<file path="src/rtl/fetch_defs.sv">
// rtl/fetch_defs.sv - shared fetch-unit types and default constants
package fetch_defs;

   localparam int DEF_XLEN  = 32;
   localparam int DEF_ILEN  = 32;
   localparam int DEF_DEPTH = 4;
   localparam logic [DEF_XLEN-1:0] DEF_RESET_PC = 32'h0000_0000;

   typedef struct packed {
      logic [DEF_ILEN-1:0] instr;
      logic [DEF_XLEN-1:0] pc;
   } fetch_entry_t;

endpackage

</file>
<file path="src/rtl/fetch_fifo.sv">
// rtl/fetch_fifo.sv - prefetch FIFO of fetched words with flush and occupancy count
module fetch_fifo
   import fetch_defs::*;
#(
   parameter int  DEPTH   = DEF_DEPTH,
   parameter type entry_t = fetch_entry_t
) (
   input  logic                         clk,
   input  logic                         rst,
   input  logic                         flush,
   input  logic                         push,
   input  entry_t                       push_data,
   input  logic                         pop,
   output entry_t                       pop_data,
   output logic                         empty,
   output logic [$clog2(DEPTH+1)-1:0]   count
);

   localparam int AW = $clog2(DEPTH);
   localparam int CW = $clog2(DEPTH+1);

   entry_t          mem [DEPTH];
   logic [AW-1:0]   wptr;
   logic [AW-1:0]   rptr;

   always_ff @(posedge clk) begin
      if (push && !flush)
         mem[wptr] <= push_data;
   end

   always_ff @(posedge clk or posedge rst) begin
      if (rst) begin
         wptr  <= '0;
         rptr  <= '0;
         count <= '0;
      end else if (flush) begin
         wptr  <= '0;
         rptr  <= '0;
         count <= '0;
      end else begin
         if (push)
            wptr <= wptr + AW'(1);
         if (pop)
            rptr <= rptr + AW'(1);
         count <= count + CW'(push) - CW'(pop);
      end
   end

   assign pop_data = mem[rptr];
   assign empty    = (count == '0);

   // The issue credit rule in the parent is what keeps this from ever firing.
   a_no_overflow: assert property (@(posedge clk) disable iff (rst)
      !(push && !pop && !flush && count == CW'(DEPTH)));

endmodule

</file>
<file path="src/rtl/ifetch.sv">
// rtl/ifetch.sv - instruction fetch unit with prefetch FIFO and redirect/flush
// Optional misaligned-redirect trap: IFETCH_MISALIGN_TRAP_EN.
module ifetch
   import fetch_defs::*;
#(
   parameter int               XLEN     = DEF_XLEN,
   parameter int               ILEN     = DEF_ILEN,
   parameter int               DEPTH    = DEF_DEPTH,
   parameter logic [XLEN-1:0]  RESET_PC = XLEN'(DEF_RESET_PC)
) (
   input  logic              clk,
   input  logic              rst,
   output logic              imem_req_valid,
   input  logic              imem_req_ready,
   output logic [XLEN-1:0]   imem_req_addr,
   input  logic              imem_rsp_valid,
   input  logic [ILEN-1:0]   imem_rsp_data,
   output logic              instr_valid,
   input  logic              instr_ready,
   output logic [ILEN-1:0]   instr,
   output logic [XLEN-1:0]   instr_pc,
   input  logic              redirect_valid,
   input  logic [XLEN-1:0]   redirect_pc,
   output logic              fetch_fault
);

   localparam int CW = $clog2(DEPTH+1);

   typedef struct packed {
      logic [ILEN-1:0] instr;
      logic [XLEN-1:0] pc;
   } entry_t;

   logic [XLEN-1:0]  fetch_pc;
   logic [XLEN-1:0]  rsp_pc;
   logic [XLEN-1:0]  redir_pc;
   logic [CW-1:0]    inflight;
   logic [CW-1:0]    inflight_nxt;
   logic [CW-1:0]    drop;
   logic [CW-1:0]    fifo_count;
   logic [CW:0]      occ;
   logic             fifo_empty;
   logic             req_fire;
   logic             keep;
   logic             pop;
   entry_t           head;

`ifdef IFETCH_MISALIGN_TRAP_EN
   logic fault_q;

   always_ff @(posedge clk or posedge rst) begin
      if (rst)
         fault_q <= 1'b0;
      else if (redirect_valid)
         fault_q <= (redirect_pc[1:0] != 2'b00);
   end

   assign fetch_fault = fault_q;
   assign redir_pc    = redirect_pc;
`else
   assign fetch_fault = 1'b0;
   assign redir_pc    = redirect_pc & ~XLEN'(3);
`endif

   // Credits cover both buffered and still-outstanding words.
   assign occ            = {1'b0, inflight} + {1'b0, fifo_count};
   assign imem_req_valid = !rst && !redirect_valid && !fetch_fault && (occ < (CW+1)'(DEPTH));
   assign imem_req_addr  = fetch_pc;
   assign req_fire       = imem_req_valid && imem_req_ready;

   assign keep        = imem_rsp_valid && (drop == '0) && !redirect_valid;
   assign instr_valid = !fifo_empty && !redirect_valid;
   assign pop         = instr_valid && instr_ready;
   assign instr       = head.instr;
   assign instr_pc    = head.pc;

   always_comb begin
      inflight_nxt = inflight + CW'(req_fire) - CW'(imem_rsp_valid);
   end

   always_ff @(posedge clk or posedge rst) begin
      if (rst) begin
         fetch_pc <= RESET_PC;
         rsp_pc   <= RESET_PC;
         inflight <= '0;
         drop     <= '0;
      end else begin
         inflight <= inflight_nxt;
         if (redirect_valid) begin
            // Everything still outstanding after this cycle belongs to the old stream.
            fetch_pc <= redir_pc;
            rsp_pc   <= redir_pc;
            drop     <= inflight_nxt;
         end else begin
            if (req_fire)
               fetch_pc <= fetch_pc + XLEN'(4);
            if (imem_rsp_valid) begin
               if (drop != '0)
                  drop <= drop - CW'(1);
               else
                  rsp_pc <= rsp_pc + XLEN'(4);
            end
         end
      end
   end

   fetch_fifo #(
      .DEPTH   (DEPTH),
      .entry_t (entry_t)
   ) u_fifo (
      .clk       (clk),
      .rst       (rst),
      .flush     (redirect_valid),
      .push      (keep),
      .push_data (entry_t'{instr: imem_rsp_data, pc: rsp_pc}),
      .pop       (pop),
      .pop_data  (head),
      .empty     (fifo_empty),
      .count     (fifo_count)
   );

endmodule

</file>
<file path="config.mk">
export PLATFORM = sky130hd
export DESIGN_NAME = ifetch
export DESIGN_NICKNAME = d
export VERILOG_FILES = /design/src/rtl/fetch_defs.sv /design/src/rtl/fetch_fifo.sv /design/src/rtl/ifetch.sv
export SDC_FILE = /design/constraint.sdc
export NUM_CORES = 1
export LEC_CHECK = 0
export CORE_MARGIN = 1
export CORE_UTILIZATION = 50
export CTS_CLUSTER_SIZE = 16
export DETAILED_ROUTE_END_ITERATION = 16
export PLACE_DENSITY_LB_ADDON = 0.2
export SYNTH_ARGS = -nofsm -noshare
export SYNTH_HDL_FRONTEND = slang
export SYNTH_SLANG_ARGS = --single-unit
</file>
<file path="constraint.sdc">
create_clock -name clk -period 8.3 [get_ports clk]
set_input_delay 1.245 -clock clk [delete_from_list [all_inputs] [get_ports clk]]
set_output_delay 1.245 -clock clk [all_outputs]
set_load 0.02 [all_outputs]
</file>
==> impl_metrics.yaml <==
status:
  status: "finished, final reports clean"
drt:
  drtPass1Iterations: 4
  wire_per_inst_um: 19.7
  routed_wl_um: 25900
  drt-initial-drc-count: 517
  antenna_left: 0
  num_vias: 7468
  post_drt_via_cell_ratio: 5.68
  drc: 0
synth:
  ys.flop_type: "edfxtp_1"
  synth_seq_cells: 321
  ys_types: 53
  ys_top_cells_by_count: "edfxtp_1, dfrtp_1, mux4_2, nand2_1, o21ai_0"
  yosysSeqAreaShare_pct: 70.7
  synth_area_leaders: "edfxtp_1, dfrtp_1, mux4_2"
  syn_inst: 789
  synth_warnings: 0
  synth_top_area_cell: "edfxtp_1"
  synth.avg_cell_area_um2: 16.6
  async_reset_ff_share_pct: 22.7
  synth_top_cell_area_share_pct: 56.8
  syn_area_mm2: 0.0131
  yosysMostFrequentCell: "edfxtp_1"
  synth_edf_count: 248
grt:
  grtUsageMet3_pct: 3.31
  grt_pass1_vias: 7443
  met2_usage_pct: 30.8
  antenna_found_initial: 0
  grt_pass1_wl_um: 40200
  grt_max_degree: 74
  globalRouteMet1Util_pct: 28.4
  grt-ovfl-total: 0
  busiest_layer: "met2"
  grt.total_usage_pct: 19.5
finish:
  utilization_pct: 63.2
  fin_nets: 1046
  nFillCells: 1852
  antenna_cells: 0
  layout-drive-gt1-share_pct: 14.2
  fin_cells: 1314
  syn_to_final_growth_pct: 22.7
clock_tree:
  cts_hold_buf: 0
  clk_pin_slew_ps: 60
  clk_path_buf_depth: 3
  cts_tree: "done"
  h-tree-depth: 1
  post_cts_buffers: 0
  clkSinkCount: 321
  cts_resized: 0
  clock_latency_ps: 540
  cts-buffers-inserted: 31
  cts_root_buf: "clkbuf_16"
place:
  dp_hpwl_um: 15600
  portBuffers: 161
  gp_routability_congestion: 0.849
  dp.cells: 1257
power:
  p_leak_nw: 5.42
  ir_worst_vdd_v: 0.000163
  p_per_area_mw_per_mm2: 267
setup_path:
  cp.arrival_ps: 3280
  path_cells: "buf_4, mux4_2, clkdlybuf4s50_1"
  cp_max_fo: 39
  crit_slowest_cell: "dfrtp_4"
  regToRegSetupSlack_ps: 5180
  crit_end: "instr_pc[19]"
  crit_buf_inv: 2
  start_kind: "register"
  r2r_end: "drop[2]$_DFFE_PP0P_"
  critPathRequiredTime_ps: 7050
  crit_type: "register to output pin"
  cpLargestDelayFamily: "buffers and inverters"
  setup.worst_path.start: "u_fifo.rptr[0]$_DFFE_PP0P_"
  cp_num_cells: 3
  critPathMaxStageDelay_ps: 760
  end_kind: "output pin"
  r2r_start: "u_fifo.count[1]$_DFF_PP0_"
  r2r_cells: 13
run:
  maxCapViolCount: 0
sta:
  slew_violations: 0
  slew_headroom_pct: 35.2
  rsz0062_at_grt: "no"
  final.setup.tns_ps: 0
  setup_violations: 0
  worst_pin_slew_ps: 972
  period_share_pct: 54.6
  fin_skew_ps: 6.63
  finalCriticalPeriod_ps: 4530
  finalHoldViolations: 0
  fmax_ghz: 0.221
die:
  start_util_pct: 51.5
  rows: 58
  die_area_mm2: 0.0269
  die_h_um: 164
  fp.dieW_um: 164
  io_pins: 169
  core-area_mm2: 0.0255
worst_hold_path:
  worstHoldPathType: "register to register"
-- registers in the layout, summed over array words and instances, names as in the netlist --
name / count
drop: 3
imem_req_addr: 30
u_fifo.count: 3
inflight: 3
u_fifo.wptr: 2
u_fifo.mem: 248
rsp_pc: 30
u_fifo.rptr: 2
-- kinds of logic (layout without fill, tap and decap cells) --
logic type,after synthesis,count (layout),share of synthesized area [%]
other,1,5,0.0286
adder cells (fa/ha/maj),16,16,1.64
buffers and inverters,57,248,1.84
AND/OR/NAND/NOR,198,198,7.77
XOR/XNOR,42,42,2.80
flip-flops,321,321,70.7
multiplexers,67,67,11.1
AO/OA/AOI/OAI,87,87,4.14
-- metal layers --
| metal | up-vias | routed length, um | part of all wire (%) |
|---|---|---|---|
| met2 | 255 | 12100 | 47 |
| met5 | - | 0 | 0 |
| met1 | 3756 | 11600 | 45 |
| li1 | 3426 | - | - |
| met3 | 31 | 1830 | 7.1 |
| met4 | 0 | 375 | 1.4 |
-- final cells by class --
class / instances / area [um^2] / share of cell area, %
Sequential cell: 321 / 9280 / 57.7
Multi-Input combinational cell: 415 / 3620 / 22.5
Timing Repair Buffer: 171 / 1680 / 10.5
Clock buffer: 43 / 892 / 5.54
Clock inverter: 14 / 130 / 0.809
Tap cell: 330 / 413 / 2.57
Inverter: 20 / 75.1 / 0.467
-- layout by cell type, fill, tap and decap left out, drive strengths merged, types with 22 or more instances in the layout --
master | synthesis | final
nand3 | 33 | 33
mux4 | 62 | 62
nor2 | 23 | 23
dfrtp | 73 | 73
clkbuf | 18 | 43
clkdlybuf4s50 | 0 | 160
xor2 | 22 | 22
nand2 | 63 | 63
o21ai | 42 | 42
edfxtp | 248 | 248
-- power breakdown --
part / total [mW] / switching (mW) / internal (mW)
clock: 1.38 / 0.569 / 0.811
combinational: 0.944 / 0.456 / 0.488
sequential: 1.97 / 0.126 / 1.85
-- how the worst min path moves through the flow --
| stage | to | cells past startpoint | slack (ps) | startpoint |
|---|---|---|---|---|
| floorplan | u_fifo.mem[0][26]$_DFFE_PP_ | 0 | 490 | rsp_pc[26]$_DFFE_PP0P_ |
| global placement | u_fifo.rptr[1]$_DFFE_PP0P_ | 2 | 520 | u_fifo.rptr[1]$_DFFE_PP0P_ |
| detailed placement | u_fifo.rptr[1]$_DFFE_PP0P_ | 2 | 530 | u_fifo.rptr[1]$_DFFE_PP0P_ |
| CTS | u_fifo.rptr[1]$_DFFE_PP0P_ | 2 | 550 | u_fifo.rptr[1]$_DFFE_PP0P_ |
| global route | inflight[0]$_DFF_PP0_ | 1 | 570 | inflight[0]$_DFF_PP0_ |
| finish | u_fifo.rptr[1]$_DFFE_PP0P_ | 2 | 540 | u_fifo.rptr[1]$_DFFE_PP0P_ |
-- worst register-to-register path, delay by kind of cell, from the launching register on --
family,cells,cell delay [ps]
fa+ha+maj,4,1160
buf+inv,3,530
simple gates,3,460
flops,1,440
xor+xnor,2,320
compound gates,1,120
-- stage by stage --
stage	hold WS [ps]	area (um^2)	worst slack, ps	total power [mW]
global placement	520	15100	4240	2.95
global route	566	16100	3510	4.49
finish	542	16100	3770	4.30
CTS	546	16100	3620	4.35
floorplan	490	13100	4570	2.56
detailed placement	532	15100	4180	2.96
Power figures use the tool's default switching activity.
